<file path="config.mk">
export PLATFORM = sky130hd
export DESIGN_NAME = booth_mul_sequencer
export DESIGN_NICKNAME = d
export VERILOG_FILES = /design/src/rtl/booth_mul_sequencer.sv
export SDC_FILE = /design/constraint.sdc
export NUM_CORES = 1
export LEC_CHECK = 0
export ABC_AREA = 1
export CORE_MARGIN = 2
export CORE_UTILIZATION = 43
export DETAILED_ROUTE_END_ITERATION = 7
export PLACE_DENSITY = 0.8
export SLEW_MARGIN = 20
export SYNTH_ARGS = -nofsm -noshare
export SYNTH_HDL_FRONTEND = slang
export SYNTH_SLANG_ARGS = --single-unit
</file>
<file path="constraint.sdc">
create_clock -name clk -period 3.3 [get_ports clk]
set_input_delay 0.495 -clock clk [delete_from_list [all_inputs] [get_ports clk]]
set_output_delay 0.495 -clock clk [all_outputs]
set_load 0.01 [all_outputs]
</file>
<file path="src/rtl/booth_mul_sequencer.sv">
// Command sequencer for booth_multiplier: accepts operands, issues ld / ld_pp,
// waits for the ld_p completion pulse and returns the product (or a timeout error).
module booth_mul_sequencer #(
  parameter int W       = 16,
  parameter int TIMEOUT = 64
) (
  input  logic           clk,
  input  logic           reset,
  input  logic           req_valid,
  output logic           req_ready,
  input  logic [W-1:0]   req_a,
  input  logic [W-1:0]   req_b,
  output logic [W-1:0]   mul_a,
  output logic [W-1:0]   mul_b,
  output logic           mul_ld,
  output logic           mul_ld_pp,
  input  logic           mul_done,
  input  logic [2*W-1:0] mul_product,
  output logic           rsp_valid,
  input  logic           rsp_ready,
  output logic [2*W-1:0] rsp_product,
  output logic           rsp_err
);

  typedef enum logic [2:0] {
    IDLE,
    LOAD,
    GAP,
    LOAD_PP,
    WAIT_DONE,
    RESP
  } state_e;

  localparam logic [7:0] TimeoutCnt = TIMEOUT[7:0];

  state_e         state_q, state_d;
  logic [W-1:0]   a_q, a_d;
  logic [W-1:0]   b_q, b_d;
  logic           ld_q, ld_d;
  logic           ldpp_q, ldpp_d;
  logic [7:0]     cnt_q, cnt_d;
  logic           done_seen_q, done_seen_d;
  logic           req_ready_q, req_ready_d;
  logic           rsp_valid_q, rsp_valid_d;
  logic [2*W-1:0] rsp_product_q, rsp_product_d;
  logic           rsp_err_q, rsp_err_d;
  logic [7:0]     cnt_inc;

  assign cnt_inc = cnt_q + 8'd1;

  always_ff @(posedge clk or posedge reset) begin
    if (reset) begin
      state_q       <= IDLE;
      a_q           <= '0;
      b_q           <= '0;
      ld_q          <= 1'b0;
      ldpp_q        <= 1'b0;
      cnt_q         <= '0;
      done_seen_q   <= 1'b0;
      req_ready_q   <= 1'b1;
      rsp_valid_q   <= 1'b0;
      rsp_product_q <= '0;
      rsp_err_q     <= 1'b0;
    end else begin
      state_q       <= state_d;
      a_q           <= a_d;
      b_q           <= b_d;
      ld_q          <= ld_d;
      ldpp_q        <= ldpp_d;
      cnt_q         <= cnt_d;
      done_seen_q   <= done_seen_d;
      req_ready_q   <= req_ready_d;
      rsp_valid_q   <= rsp_valid_d;
      rsp_product_q <= rsp_product_d;
      rsp_err_q     <= rsp_err_d;
    end
  end

  // Strobes are computed one state ahead so each is a clean registered pulse.
  always_comb begin
    state_d       = state_q;
    a_d           = a_q;
    b_d           = b_q;
    ld_d          = 1'b0;
    ldpp_d        = 1'b0;
    cnt_d         = cnt_q;
    done_seen_d   = done_seen_q;
    req_ready_d   = req_ready_q;
    rsp_valid_d   = rsp_valid_q;
    rsp_product_d = rsp_product_q;
    rsp_err_d     = rsp_err_q;

    unique case (state_q)
      IDLE: begin
        if (req_valid && req_ready_q) begin
          a_d         = req_a;
          b_d         = req_b;
          ld_d        = 1'b1;
          req_ready_d = 1'b0;
          state_d     = LOAD;
        end
      end
      LOAD: state_d = GAP;
      GAP: begin
        ldpp_d  = 1'b1;
        state_d = LOAD_PP;
      end
      LOAD_PP: begin
        cnt_d       = '0;
        done_seen_d = 1'b0;
        state_d     = WAIT_DONE;
      end
      WAIT_DONE: begin
        cnt_d = cnt_inc;
        if (mul_done) done_seen_d = 1'b1;
        // The falling edge of ld_p takes priority over a coincident timeout.
        if (done_seen_q && !mul_done) begin
          rsp_product_d = mul_product;
          rsp_err_d     = 1'b0;
          rsp_valid_d   = 1'b1;
          state_d       = RESP;
        end else if (cnt_inc == TimeoutCnt) begin
          rsp_product_d = '0;
          rsp_err_d     = 1'b1;
          rsp_valid_d   = 1'b1;
          state_d       = RESP;
        end
      end
      RESP: begin
        if (rsp_ready) begin
          rsp_valid_d = 1'b0;
          req_ready_d = 1'b1;
          state_d     = IDLE;
        end
      end
      default: state_d = IDLE;
    endcase
  end

  assign req_ready   = req_ready_q;
  assign mul_a       = a_q;
  assign mul_b       = b_q;
  assign mul_ld      = ld_q;
  assign mul_ld_pp   = ldpp_q;
  assign rsp_valid   = rsp_valid_q;
  assign rsp_product = rsp_product_q;
  assign rsp_err     = rsp_err_q;

endmodule
</file>
---- Word-level counts from Yosys, hierarchy flattened ----
Cells that the tools add are included.
operators by class
  eq/ne operators ......................... 10
  $add $sub $neg .......................... 1
  reduce and logical (&&, ||, !) cells .... 14
  multiplexer cells ....................... 21
operators by type and width
  operator             number
  $mux 32              2
  $pmux 3 s6           1
  $pmux 8 s2           1
  $mux 3               4
  $mux 1               10
  $reduce_and 3->1     3
  $add 8x1->8 const B  1
  $eq 8x7->1 const B   1
  $reduce_bool 2->1    4
  $eq 3x2->1 const B   2
  $eq 3x3->1 const B   2
  $ne 2x2->1 const B   3
  $pmux 1 s2           3
  $reduce_and 2->1     3
  $eq 3x1->1 const B   1
  $logic_not 3->1      1
  $ne 3x3->1 const B   1
  $logic_and 1x1->1    2
  $logic_not 1->1      1
word-level totals
  word-level logic and storage cells ...... 57
  output and inout port bits .............. 69
  register bits ........................... 81

---- Depth between registers and ports, before layout ----
  depth after elaboration ................. 5
  depth in mapped cells ................... 12
  depth with buffers taken out ............ 11

---- Worst setup path before layout ----
OpenSTA, ideal clock, no wires.
  path type ............................... register -> register
  start point ............................. reg cnt_q[0]
  end point ............................... reg rsp_product_q[0] (netlist: rsp_product[0])
  buffers on the path ..................... 1
  stages on the path, launching flop included .. 13
  period minus slack after synthesis ...... 1.565 ns
  required time ........................... 3.183 ns
  setup time .............................. 0.117 ns
  arrival time ............................ 1.449 ns
  path slack .............................. 1.735 ns
  cells stage by stage .................... dfrtp_1 > ha_1 > nand2_1 > inv_1 > nand3_1 > nand3_1 > nor2_1 > nand3_2 > nand2_2 > nand2_4 > buf_6 > nand2_1 > nand2_1
between the ends
  word-level cells in the longest chain between the ends .. 4
ends and longest elaborated chain
  what                         line  source
  from (decl)                  41    logic [7:0] cnt_q, cnt_d;
  from (signal assigned)       70    cnt_q <= cnt_d;
  $add 8x1->8                  49    assign cnt_inc = cnt_q + 8'd1;
  $eq 8x7->1                   122   end else if (cnt_inc == TimeoutCnt) begin
  $reduce_bool 2->1 (no line)  n/a
  $reduce_and 2->1 (no line)   n/a
  to (signal assigned)         74    rsp_product_q <= rsp_product_d;
  to (decl)                    45    logic [2*W-1:0] rsp_product_q, rsp_product_d;
No other way between the ends.
A chain may end at the register's enable or synchronous reset.

---- Worst setup path after layout ----
  start point ............................. reg state_q[0]
  end point ............................... reg b_q[7] (netlist: mul_b[7])
between the ends
  word-level cells in the longest chain between the ends .. 2
ends and longest elaborated chain
  what                        line  source
  from (decl)                 36    state_e state_q, state_d;
  from (signal assigned)      65    state_q <= state_d;
  $logic_not 3->1             93    unique case (state_q)
  $reduce_and 2->1 (no line)  n/a
  to (signal assigned)        55    b_q <= '0;
  to (signal assigned)        67    b_q <= b_d;
  to (decl)                   38    logic [W-1:0] b_q, b_d;
No other way between the ends.

==> qor.yml <==
routing:
  vias: 2929
  first_pass_iters: 4
  wire_per_inst_um: 12.9
  drc: 0
  antenna_left: 0
  vias_per_cell: 4.67
  wirelength_um: 8070
  drt_iter0_drc: 104
global_route:
  grt_max_degree: 47
  grt-ovfl-total: 0
  track_usage_pct: 19.4
  grt_util_met1_pct: 24.4
  grt_pass1_vias: 2845
  use_met2_pct: 31.3
  antenna_found_initial: 0
  use_met3_pct: 6.27
  grt-busiest-layer: "met2"
  grt_first_pass_wirelength_um: 13200
critical_path:
  reg2reg_depth: 10
  cp_slowest_cell: "dfrtp_1"
  endpoint_kind: "flip-flop"
  r2r-start: "state_q[0]"
  cp.depth: 10
  required_ns: 3.52
  rrSetupSlack_ns: 1.30
  r2r_end: "mul_b[7]"
  path_cells: "nor2_1, inv_2, nor2_2, nand2_1, nand2_1, inv_2, nand2_4, inv_2, nand2_1, nand2_1"
  cp_common_cell: "nand2_1"
  cp_top_family: "simple AND/OR/NAND/NOR gates"
  path_max_fanout: 34
  critPathArrivalTime_ns: 2.22
  startpoint_type: "flip-flop"
  critical_path.endpoint: "mul_b[7]"
  worst-path-buf-inv: 3
  criticalPathCategory: "reg2reg"
  cp-startpoint: "state_q[0]"
  cpPeakStageDelay_ns: 0.44
sta:
  finClkSkew_ns: 0.0108
  timing.slew.headroom_pct: 52.8
  fin_crit_ns: 2.00
  timing.fmax_ghz: 0.500
  slew_viol_final: 0
  min_period_over_period_pct: 60.6
  rsz0062_at_grt: "false"
  setup_tns_ns: 0
  finalSetupViolCount: 0
  worstMarginPinSlew_ns: 0.706
  hold_viol: 0
logic_synthesis:
  netlist.top_cell.by_area: "dfrtp_1"
  synthTopCellsByCount: "220 x nand2_1, 80 x dfrtp_1, 18 x inv_1, 9 x nor2_1, 8 x o21ai_0"
  synth.distinct_cells: 26
  synth_seq_cells: 81
  syn_avg_cell_area_um2: 8.74
  synth_top_area_share_pct: 59.6
  synthFlopType: "dfrtp_1"
  synth_area_leaders: "dfrtp_1 60%, nand2_1 25%, inv_1 2.0%"
  syn-cell-area_um2: 3360
  syn_nets: 454
  netlist_instances: 384
  synth_edf_count: 0
  yosysWarnings: 0
  ys_seq_area_share_pct: 60.4
  yosysMostFrequentCell: "nand2_1"
  synthArstFlopShare_pct: 100
run_status:
  status: "complete, no violations"
cells_and_area:
  layout-drive-gt1-share_pct: 6.86
  final_nets: 590
  finalInstanceArea_um2: 5020
  final_core_util_pct: 65.6
  area_growth_pct: 49.5
  diodes: 0
clock_tree:
  clock_sinks: 81
  clock_path_buffers: 2
  hold_buffers: 0
  cts.clk_slew.worst_paths_ns: 0.08
  cts_tree: "yes"
  cts_buffers: 9
  postCtsResizedCells: 0
  htreeDepth: 3
  cts_root_buf: "clkbuf_8"
  postCtsSetupBuffers: 0
  clk_latency_ns: 0.34
floorplan:
  initial_core_util_pct: 43.9
  dieArea_um2: 8530
  die_h_um: 92.4
  rows: 32
  fp.dieW_um: 92.4
  coreArea_um2: 7650
  ios: 138
pwr:
  power_density_nw_per_um2: 824
  peakVddDrop_uv: 415
  p_leak_nw: 2.47
placement:
  gp_congestion: 0.853
  place_area_um2: 4760
  io_buffers: 137
  dp_hpwl_um: 5790
run:
  maxCapViolCount: 0
worst_hold_path:
  hold_path_class: "reg2reg"
layout by cell type (no fill, tap or decap), types with 2 or more instances in the layout:
cell type	n
nand2_1	220
inv_1	17
nand2_4	2
nor2_1	9
o22ai_1	2
dfrtp_1	80
nor2_4	2
nand2_2	3
inv_2	4
o21ai_0	8
clkinv_2	3
a21oi_2	2
nor2_2	3
clkdlybuf4s50_1	137
bufinv_16	4
clkbuf_8	9
nand3_2	2
nand3_1	7
cells by family (layout without fill, tap and decap cells):
| kind of cell | after synthesis | after routing | synth area share, % |
|---|---|---|---|
| AOI/OAI and AO/OA | 16 | 16 | 2.94 |
| xor gates and xnor gates | 1 | 1 | 0.261 |
| adders and majority gates | 1 | 1 | 0.373 |
| buffers and inverters | 35 | 176 | 5.96 |
| DFF | 81 | 81 | 60.4 |
| and+or+nand+nor | 250 | 250 | 30.0 |
how the worst min path moves through the flow:
stage / cells past startpoint / endpoint / startpoint
after floorplan: 2 / done_seen_q / done_seen_q
after global placement: 2 / rsp_product[23] / rsp_product[23]
after detailed placement: 2 / rsp_product[25] / rsp_product[25]
after CTS: 2 / rsp_product[11] / rsp_product[11]
after global routing: 2 / mul_a[4] / mul_a[4]
final: 2 / rsp_product[5] / rsp_product[5]
registers in the layout (all words and copies together) (netlist names):
name         flops
mul_ld           1
rsp_valid        1
state_q          3
cnt_q            8
rsp_product     32
req_ready        1
done_seen_q      1
mul_a           16
rsp_err          1
mul_ld_pp        1
mul_b           16
cell type report:
type / instances / area [um2]
Clock buffer: 10 / 128
Clock inverter: 6 / 130
Fill cell: 643 / 2630
Inverter: 22 / 83.8
Multi-Input combinational cell: 268 / 1130
Sequential cell: 81 / 2030
Tap cell: 102 / 128
Timing Repair Buffer: 138 / 1390
worst reg2reg max path: stages, from the launching register on:
cell	delay (ns)
dfrtp_1	0.44
nor2_1	0.15
inv_2	0.08
nor2_2	0.15
nand2_1	0.11
nand2_1	0.10
inv_2	0.06
nand2_4	0.26
inv_2	0.30
nand2_1	0.16
nand2_1	0.07
power by group:
group | leakage, nW | internal (mW) | switching (mW)
Sequential | 1.04 | 1.36 | 0.230
Combinational | 1.29 | 0.840 | 0.787
Clock | 0.130 | 0.577 | 0.337
Total | 2.47 | 2.78 | 1.35
per-layer routing:
metal,up-vias,wire length [um]
met5,-,0
met2,131,3710
li1,1431,-
met3,8,767
met1,1359,3490
met4,0,104
metrics by stage:
| step | setup WS (ns) | hold WS [ns] | total power, mW | cells |
|---|---|---|---|---|
| after global routing | 1.04 | 0.505 | 4.42 | 627 |
| after CTS | 1.27 | 0.483 | 4.18 | 627 |
| after detailed placement | 1.02 | 0.461 | 3.25 | 611 |
| after floorplan | 0.727 | 0.453 | 2.39 | 384 |
| final | 1.30 | 0.476 | 4.13 | 627 |
| after global placement | 1.11 | 0.453 | 3.19 | 611 |
Note: power is estimated with default switching activity, not from simulation.
